$ cat src/rtl/instr_decode_pipe_pkg.sv
// Shared opcode map, decode classes and function codes for the 9-bit CPU decode stage.
package instr_decode_pipe_pkg;

   typedef enum logic [3:0] {
      CLS_VAL     = 4'd0,
      CLS_MOV     = 4'd1,
      CLS_MEM     = 4'd2,
      CLS_INCDEC  = 4'd3,
      CLS_BRANCH  = 4'd4,
      CLS_JTSR    = 4'd5,
      CLS_MATH    = 4'd6,
      CLS_SHIFT   = 4'd7,
      CLS_FLIP    = 4'd8,
      CLS_FUNC    = 4'd9,
      CLS_ILLEGAL = 4'd10
   } dec_cls_t;

   localparam logic [4:0] OP_VALL   = 5'b00000;
   localparam logic [4:0] OP_VALH   = 5'b00001;
   localparam logic [4:0] OP_LOAD   = 5'b10000;
   localparam logic [4:0] OP_STOR   = 5'b10001;
   localparam logic [4:0] OP_INCR   = 5'b10010;
   localparam logic [4:0] OP_DECR   = 5'b10011;
   localparam logic [4:0] OP_JIZR   = 5'b10100;
   localparam logic [4:0] OP_JNZR   = 5'b10101;
   localparam logic [4:0] OP_BIZR   = 5'b10110;
   localparam logic [4:0] OP_BNZR   = 5'b10111;
   localparam logic [4:0] OP_JTSR   = 5'b11000;
   localparam logic [4:0] OP_UNUSED = 5'b11001;
   localparam logic [4:0] OP_MTHR   = 5'b11010;
   localparam logic [4:0] OP_MTHS   = 5'b11011;
   localparam logic [4:0] OP_LSLC   = 5'b11100;
   localparam logic [4:0] OP_LSRC   = 5'b11101;
   localparam logic [4:0] OP_FLIP   = 5'b11110;
   localparam logic [4:0] OP_FUNC   = 5'b11111;

   localparam logic [3:0] FN_DONE   = 4'hF;

   function automatic logic is_halt_op(input logic [4:0] opc, input logic [3:0] fn);
      return (opc == OP_FUNC) && (fn == FN_DONE);
   endfunction

endpackage

$ cat src/rtl/instr_decode_pipe_if.sv
// Fetch-side instruction stream and consumer-side decoded bundle stream of the decode stage.
interface instr_decode_pipe_if #(
   parameter int ARG_W   = 4,
   parameter int MAX_PFX = 3
) ();
   import instr_decode_pipe_pkg::*;

   localparam int IMM_W = ARG_W * (MAX_PFX + 1);
   localparam int CNT_W = $clog2(MAX_PFX + 1);

   logic             instr_valid;
   logic             instr_ready;
   logic [ARG_W+4:0] instr;

   logic             dec_valid;
   logic             dec_ready;
   dec_cls_t         dec_cls;
   logic [4:0]       dec_opc;
   logic [3:0]       dec_reg;
   logic [3:0]       dec_math;
   logic             dec_sel;
   logic [IMM_W-1:0] dec_imm;
   logic [CNT_W-1:0] dec_pfx_cnt;
   logic             dec_illegal;

   modport master (
      output instr_valid, instr, dec_ready,
      input  instr_ready, dec_valid, dec_cls, dec_opc, dec_reg, dec_math,
             dec_sel, dec_imm, dec_pfx_cnt, dec_illegal
   );

   modport slave (
      input  instr_valid, instr, dec_ready,
      output instr_ready, dec_valid, dec_cls, dec_opc, dec_reg, dec_math,
             dec_sel, dec_imm, dec_pfx_cnt, dec_illegal
   );

endinterface

$ cat src/rtl/instr_decode_pipe_classify.sv
// Combinational opcode classifier: opcode plus low operand nibble to decode class and fields.
module instr_classify
   import instr_decode_pipe_pkg::*;
(
   input  logic [4:0] opc_i,
   input  logic [3:0] arg_i,
   output dec_cls_t   cls_o,
   output logic [3:0] reg_o,
   output logic [3:0] math_o,
   output logic       sel_o,
   output logic       illegal_o
);

   always_comb begin
      cls_o     = CLS_ILLEGAL;
      reg_o     = 4'd0;
      math_o    = 4'd0;
      sel_o     = 1'b0;
      illegal_o = 1'b0;
      case (opc_i)
         OP_VALL: begin
            cls_o = CLS_VAL;
            reg_o = arg_i;
         end
         // a prefix only reaches here when the prefix chain overflows
         OP_VALH, OP_UNUSED: illegal_o = 1'b1;
         OP_LOAD, OP_STOR: begin
            cls_o = CLS_MEM;
            reg_o = arg_i;
            sel_o = opc_i[0];
         end
         OP_INCR, OP_DECR: begin
            cls_o = CLS_INCDEC;
            reg_o = arg_i;
         end
         OP_JIZR, OP_JNZR, OP_BIZR, OP_BNZR: begin
            cls_o = CLS_BRANCH;
            reg_o = arg_i;
         end
         OP_JTSR: cls_o = CLS_JTSR;
         OP_MTHR, OP_MTHS: begin
            cls_o  = CLS_MATH;
            math_o = arg_i;
            sel_o  = opc_i[0];
         end
         OP_LSLC, OP_LSRC: cls_o = CLS_SHIFT;
         OP_FLIP:          cls_o = CLS_FLIP;
         OP_FUNC:          cls_o = CLS_FUNC;
         // everything left is 00010-01111, the register-move block
         default: begin
            cls_o = CLS_MOV;
            reg_o = opc_i[3:0];
         end
      endcase
   end

endmodule

$ cat src/rtl/instr_decode_pipe.sv
// Registered decode stage: valh prefix accumulation, one-deep output register, halt and flush control.
module instr_decode_pipe
   import instr_decode_pipe_pkg::*;
#(
   parameter int ARG_W   = 4,
   parameter int MAX_PFX = 3
) (
   input  logic                 clk,
   input  logic                 reset,
   input  logic                 flush,
   input  logic                 resume,
   instr_decode_pipe_if.slave   bus,
   output logic                 halted,
   output logic                 pfx_pending
);

   localparam int IMM_W = ARG_W * (MAX_PFX + 1);
   localparam int CNT_W = $clog2(MAX_PFX + 1);
   localparam int ACC_W = ARG_W * MAX_PFX;

   logic [4:0]       opc;
   logic [ARG_W-1:0] arg;
   logic             accept;
   logic             pfx_take;
   logic             emit;

   dec_cls_t         cls_c;
   logic [3:0]       reg_c;
   logic [3:0]       math_c;
   logic             sel_c;
   logic             illegal_c;

   logic [ACC_W-1:0] acc_q, acc_d;
   logic [CNT_W-1:0] cnt_q, cnt_d;
   logic             halted_q, halted_d;

   logic             dec_valid_q;
   dec_cls_t         dec_cls_q;
   logic [4:0]       dec_opc_q;
   logic [3:0]       dec_reg_q;
   logic [3:0]       dec_math_q;
   logic             dec_sel_q;
   logic [IMM_W-1:0] dec_imm_q;
   logic [CNT_W-1:0] dec_pfx_cnt_q;
   logic             dec_illegal_q;

   assign opc = bus.instr[ARG_W+4:ARG_W];
   assign arg = bus.instr[ARG_W-1:0];

   assign bus.instr_ready = !reset && !flush && !halted_q && (!dec_valid_q || bus.dec_ready);
   assign accept          = bus.instr_valid && bus.instr_ready;
   assign pfx_take        = accept && (opc == OP_VALH) && (cnt_q < CNT_W'(MAX_PFX));
   assign emit            = accept && !pfx_take;

   instr_classify u_classify (
      .opc_i     (opc),
      .arg_i     (arg[3:0]),
      .cls_o     (cls_c),
      .reg_o     (reg_c),
      .math_o    (math_c),
      .sel_o     (sel_c),
      .illegal_o (illegal_c)
   );

   always_comb begin
      acc_d = acc_q;
      cnt_d = cnt_q;
      if (flush || emit) begin
         acc_d = '0;
         cnt_d = '0;
      end else if (pfx_take) begin
         acc_d = (acc_q << ARG_W) | ACC_W'(arg);
         cnt_d = cnt_q + CNT_W'(1);
      end
   end

   // a done accepted alongside a resume still halts: it is the newer event
   always_comb begin
      halted_d = resume ? 1'b0 : halted_q;
      if (accept && is_halt_op(opc, arg[3:0]))
         halted_d = 1'b1;
   end

   always_ff @(posedge clk) begin
      if (reset) begin
         acc_q         <= '0;
         cnt_q         <= '0;
         halted_q      <= 1'b0;
         dec_valid_q   <= 1'b0;
         dec_cls_q     <= CLS_VAL;
         dec_opc_q     <= '0;
         dec_reg_q     <= '0;
         dec_math_q    <= '0;
         dec_sel_q     <= 1'b0;
         dec_imm_q     <= '0;
         dec_pfx_cnt_q <= '0;
         dec_illegal_q <= 1'b0;
      end else begin
         acc_q    <= acc_d;
         cnt_q    <= cnt_d;
         halted_q <= halted_d;
         if (flush) begin
            dec_valid_q <= 1'b0;
         end else if (emit) begin
            dec_valid_q   <= 1'b1;
            dec_cls_q     <= cls_c;
            dec_opc_q     <= opc;
            dec_reg_q     <= reg_c;
            dec_math_q    <= math_c;
            dec_sel_q     <= sel_c;
            dec_imm_q     <= {acc_q, arg};
            dec_pfx_cnt_q <= cnt_q;
            dec_illegal_q <= illegal_c;
         end else if (bus.dec_ready) begin
            dec_valid_q <= 1'b0;
         end
      end
   end

   assign bus.dec_valid   = dec_valid_q;
   assign bus.dec_cls     = dec_cls_q;
   assign bus.dec_opc     = dec_opc_q;
   assign bus.dec_reg     = dec_reg_q;
   assign bus.dec_math    = dec_math_q;
   assign bus.dec_sel     = dec_sel_q;
   assign bus.dec_imm     = dec_imm_q;
   assign bus.dec_pfx_cnt = dec_pfx_cnt_q;
   assign bus.dec_illegal = dec_illegal_q;

   assign halted      = halted_q;
   assign pfx_pending = (cnt_q != '0);

endmodule

$ cat src/flat_wrapper.sv
// flat-port wrapper written by rule: the top's interface ports become plain ports
module instr_decode_pipe_flat import instr_decode_pipe_pkg::*;
#(
   parameter int ARG_W   = 4,
   parameter int MAX_PFX = 3
)
  (clk, reset, flush, resume, halted, pfx_pending, bus_instr_valid, bus_instr, bus_dec_ready, bus_instr_ready, bus_dec_valid, bus_dec_cls, bus_dec_opc, bus_dec_reg, bus_dec_math, bus_dec_sel, bus_dec_imm, bus_dec_pfx_cnt, bus_dec_illegal);
  instr_decode_pipe_if #(.ARG_W(ARG_W), .MAX_PFX(MAX_PFX)) bus_i ();
  input  logic clk;
  input  logic reset;
  input  logic flush;
  input  logic resume;
  output logic halted;
  output logic pfx_pending;
  input wire logic [$bits(bus_i.instr_valid)-1:0] bus_instr_valid;
  input wire logic [$bits(bus_i.instr)-1:0] bus_instr;
  input wire logic [$bits(bus_i.dec_ready)-1:0] bus_dec_ready;
  output wire logic [$bits(bus_i.instr_ready)-1:0] bus_instr_ready;
  output wire logic [$bits(bus_i.dec_valid)-1:0] bus_dec_valid;
  output wire logic [$bits(bus_i.dec_cls)-1:0] bus_dec_cls;
  output wire logic [$bits(bus_i.dec_opc)-1:0] bus_dec_opc;
  output wire logic [$bits(bus_i.dec_reg)-1:0] bus_dec_reg;
  output wire logic [$bits(bus_i.dec_math)-1:0] bus_dec_math;
  output wire logic [$bits(bus_i.dec_sel)-1:0] bus_dec_sel;
  output wire logic [$bits(bus_i.dec_imm)-1:0] bus_dec_imm;
  output wire logic [$bits(bus_i.dec_pfx_cnt)-1:0] bus_dec_pfx_cnt;
  output wire logic [$bits(bus_i.dec_illegal)-1:0] bus_dec_illegal;
  assign bus_i.instr_valid = bus_instr_valid;
  assign bus_i.instr = bus_instr;
  assign bus_i.dec_ready = bus_dec_ready;
  assign bus_instr_ready = bus_i.instr_ready;
  assign bus_dec_valid = bus_i.dec_valid;
  assign bus_dec_cls = bus_i.dec_cls;
  assign bus_dec_opc = bus_i.dec_opc;
  assign bus_dec_reg = bus_i.dec_reg;
  assign bus_dec_math = bus_i.dec_math;
  assign bus_dec_sel = bus_i.dec_sel;
  assign bus_dec_imm = bus_i.dec_imm;
  assign bus_dec_pfx_cnt = bus_i.dec_pfx_cnt;
  assign bus_dec_illegal = bus_i.dec_illegal;
  instr_decode_pipe #(.ARG_W(ARG_W), .MAX_PFX(MAX_PFX)) u_core (.clk(clk), .reset(reset), .flush(flush), .resume(resume), .bus(bus_i), .halted(halted), .pfx_pending(pfx_pending));
endmodule
$ cat config.mk
export PLATFORM = sky130hd
export DESIGN_NAME = instr_decode_pipe_flat
export DESIGN_NICKNAME = d
export VERILOG_FILES = /design/src/rtl/instr_decode_pipe_pkg.sv /design/src/rtl/instr_decode_pipe_if.sv /design/src/rtl/instr_decode_pipe_classify.sv /design/src/rtl/instr_decode_pipe.sv /design/src/flat_wrapper.sv
export SDC_FILE = /design/constraint.sdc
export NUM_CORES = 1
export LEC_CHECK = 0
export CORE_MARGIN = 4
export CORE_UTILIZATION = 25
export CTS_BUF_LIST = sky130_fd_sc_hd__clkbuf_2
export CTS_CLUSTER_SIZE = 10
export DETAILED_ROUTE_END_ITERATION = 6
export DONT_BUFFER_PORTS = 1
export PLACE_DENSITY_LB_ADDON = 0.12
export SYNTH_ARGS = -nofsm -noshare
export SYNTH_HDL_FRONTEND = slang
export SYNTH_SLANG_ARGS = --single-unit
$ cat constraint.sdc
create_clock -name clk -period 2.5 [get_ports clk]
set_input_delay 0.625 -clock clk [delete_from_list [all_inputs] [get_ports clk]]
set_output_delay 0.625 -clock clk [all_outputs]
set_load 0.01 [all_outputs]
==> impl_metrics.json <==
{
  "drt_iter0_markers": 73,
  "synth_edf_count": 0,
  "hold_buffers": 0,
  "yosys_most_used_dff": "dfxtp_1",
  "rsz0062_at_grt": "no",
  "die-area_mm2": 0.01072,
  "holdWs_ns": 0.1872,
  "critPathMaxFanout": 3,
  "syn_avg_cell_area_um2": 7.893,
  "cts_buffers": 5,
  "grt_pass1_wl_um": 10970,
  "post_drt_wl_per_cell_um": 17.84,
  "power_density_mw_per_mm2": 542.2,
  "finalNetCount": 295,
  "cts_resized": 0,
  "hold_path.startpoint": "reset",
  "antenna_found_initial": 0,
  "fin_setup_tns_ns": 0,
  "gr-usage-all-layers": 0.1269,
  "path_class": "reg -> out",
  "setup_viol_count_final": 0,
  "clockBufferDepth": 2,
  "ys_warn_count": 0,
  "layout-drive-gt1-share": 0.08244,
  "critPathLaunchType": "flip-flop",
  "ys_seq_area_frac": 0.4652,
  "hold_viol_final": 0,
  "synth-xor-area-share": 0.007680,
  "numPortBuffers": 0,
  "vias_per_cell": 5.132,
  "r2r_cells": 4,
  "ant_nets": 0,
  "crit_arrival_ns": 1.60,
  "worst_pin_slew_ns": 0.5012,
  "skew_ns": 0.02393,
  "wl_um": 6904,
  "power_leakage_nw": 0.7444,
  "syn_inst": 289,
  "hp-class": "in -> reg",
  "grt_pass1_vias": 1878,
  "fmax_mhz": 449.2,
  "final_common_cell": "a21oi_1",
  "r2r_start": "u_core.bus.dec_valid$_SDFFE_PP0P_",
  "cp.required_ns": 1.88,
  "synth_simple_gate_area_frac": 0.2128,
  "maxCapViolCount": 0,
  "synthAdderAreaFrac": 0.01097,
  "area_growth_pct": 7.625,
  "largest_reg_flops": 16,
  "min_path_cells": 1,
  "grt_overflow": 0,
  "syn_nets": 306,
  "cts.sinks": 53,
  "reg2reg_slack_ns": 0.63,
  "first_pass_iters": 4,
  "postCtsSetupBuffers": 0,
  "final_cell_mix": "a21oi_1 (54), dfxtp_1 (53), nand3_1 (36)",
  "synth_compound_area_frac": 0.2430,
  "clkTransAtPathRegs_ns": 0.30,
  "synth_mux_area_frac": 0,
  "clockRootBuffer": "clkbuf_2",
  "period_needed_ns": 2.226,
  "ios": 56,
  "synth_top_family_by_area": "compound AO/OA/AOI/OAI gates",
  "place_congestion": 0.6827,
  "cts_tree": "done",
  "relSlewSlack": 0.6651,
  "end_kind": "output port",
  "reg2reg_to": "u_core.halted$_SDFFE_PP0P_",
  "netlist_area_mm2": 0.002281,
  "htree_levels": 2,
  "hpwl_um": 4557,
  "n_fill_cell": 977,
  "synth-async-reset-ratio": 0,
  "chipHeight_um": 103.5,
  "hold-path-endpoint": "u_core.bus.dec_imm[6]$_SDFFE_PP0P_",
  "post-route-drc-count": 0,
  "antenna-diode-count": 0,
  "grt_max_degree": 40,
  "vdd_ir_drop_max_mv": 0.1972,
  "insertion_delay_ns": 0.45,
  "fin_crit_sh": 0.8904,
  "drv_slew": 0,
  "die_x_um": 103.5,
  "synth-seq-cells": 53,
  "rows": 34,
  "synth_cell_types": 31,
  "floorplan.initialDensity": 0.2590,
  "run_status": "finished clean",
  "via_count": 1986,
  "coreArea_mm2": 0.008806
}
==> worst max-delay path by stage <==
stage | startpoint | end | slack, ns | depth (start not counted)
finish | u_core.bus.dec_valid$_SDFFE_PP0P_ | bus_instr_ready | 0.27 | 4
global route | u_core.bus.dec_valid$_SDFFE_PP0P_ | bus_instr_ready | 0.18 | 4
CTS | u_core.bus.dec_valid$_SDFFE_PP0P_ | bus_instr_ready | 0.20 | 4
detailed placement | flush | u_core.halted$_SDFFE_PP0P_ | 0.29 | 4
global placement | flush | u_core.halted$_SDFFE_PP0P_ | 0.30 | 4
floorplan | flush | u_core.halted$_SDFFE_PP0P_ | 0.21 | 6
==> Yosys cell counts (2+ instances only) <==
| library cell | n | area (µm²) |
|---|---|---|
| a211oi_1 | 2 | 15.01 |
| a21oi_1 | 54 | 270.3 |
| a311oi_1 | 6 | 52.55 |
| buf_2 | 2 | 10.01 |
| clkbuf_1 | 28 | 105.1 |
| dfxtp_1 | 53 | 1061 |
| ha_1 | 2 | 25.02 |
| inv_1 | 5 | 18.77 |
| nand2_1 | 20 | 75.07 |
| nand2b_1 | 7 | 43.79 |
| nand3_1 | 36 | 180.2 |
| nand4_1 | 5 | 31.28 |
| nor2_1 | 10 | 37.54 |
| nor3_1 | 3 | 15.01 |
| nor3b_1 | 2 | 15.01 |
| o211ai_1 | 4 | 30.03 |
| o21ai_0 | 31 | 155.2 |
| o21ai_1 | 3 | 15.01 |
| or3_1 | 3 | 18.77 |
| xor2_1 | 2 | 17.52 |
==> cell families after synthesis <==
logic type               Yosys count
buffers and inverters             36
AND/OR/NAND/NOR                   94
AO/OA/AOI/OAI                    102
XOR/XNOR                           2
adder cells (fa/ha/maj)            2
flip-flops                        53
==> layout make-up <==
class	count	area, µm²	share of cell area
Inverter	5	18.77	0.007645
Clock inverter	2	15.01	0.006116
Clock buffer	6	30.03	0.01223
Multi-Input combinational cell	200	1097	0.4470
Timing Repair Buffer	13	97.59	0.03976
Tap cell	108	135.1	0.05505
Sequential cell	53	1061	0.4322
==> report_power, final <==
| part | switching (mW) | leakage, nW | internal [mW] |
|---|---|---|---|
| logic | 0.0563 | 0.291 | 0.0347 |
| registers | 0.0138 | 0.428 | 0.861 |
| clock network | 0.293 | 0.0252 | 0.0719 |
| total | 0.363 | 0.744 | 0.968 |
==> stage by stage <==
stage / power (mW) / instances / util / instance area, µm² / worst slack [ns]
detailed placement: 0.9817 / 379 / 0.2737 / 2410 / 0.2912
floorplan: 0.9727 / 289 / - / 2281 / 0.2071
global placement: 0.9811 / 379 / 0.2737 / 2410 / 0.2960
finish: 1.331 / 387 / 0.2788 / 2455 / 0.2740
global route: 1.395 / 387 / 0.2788 / 2455 / 0.1785
CTS: 1.351 / 387 / 0.2788 / 2455 / 0.2006
==> worst max-delay path: stages, from the launching register on <==
cell	delay, ns
dfxtp_1	0.41
nor2b_1	0.17
buf_4	0.15
nor3_1	0.23
buf_4	0.18
==> metal layers <==
metal / wire (µm) / vias to the layer above / GRT usage
met2: 2832 / 58 / 0.1743
met4: 79 / 0 / 0.03419
met5: 0 / - / 0
met1: 3393 / 918 / 0.1794
li1: - / 1003 / -
met3: 599 / 7 / 0.05597
Power figures use the tool's default switching activity.
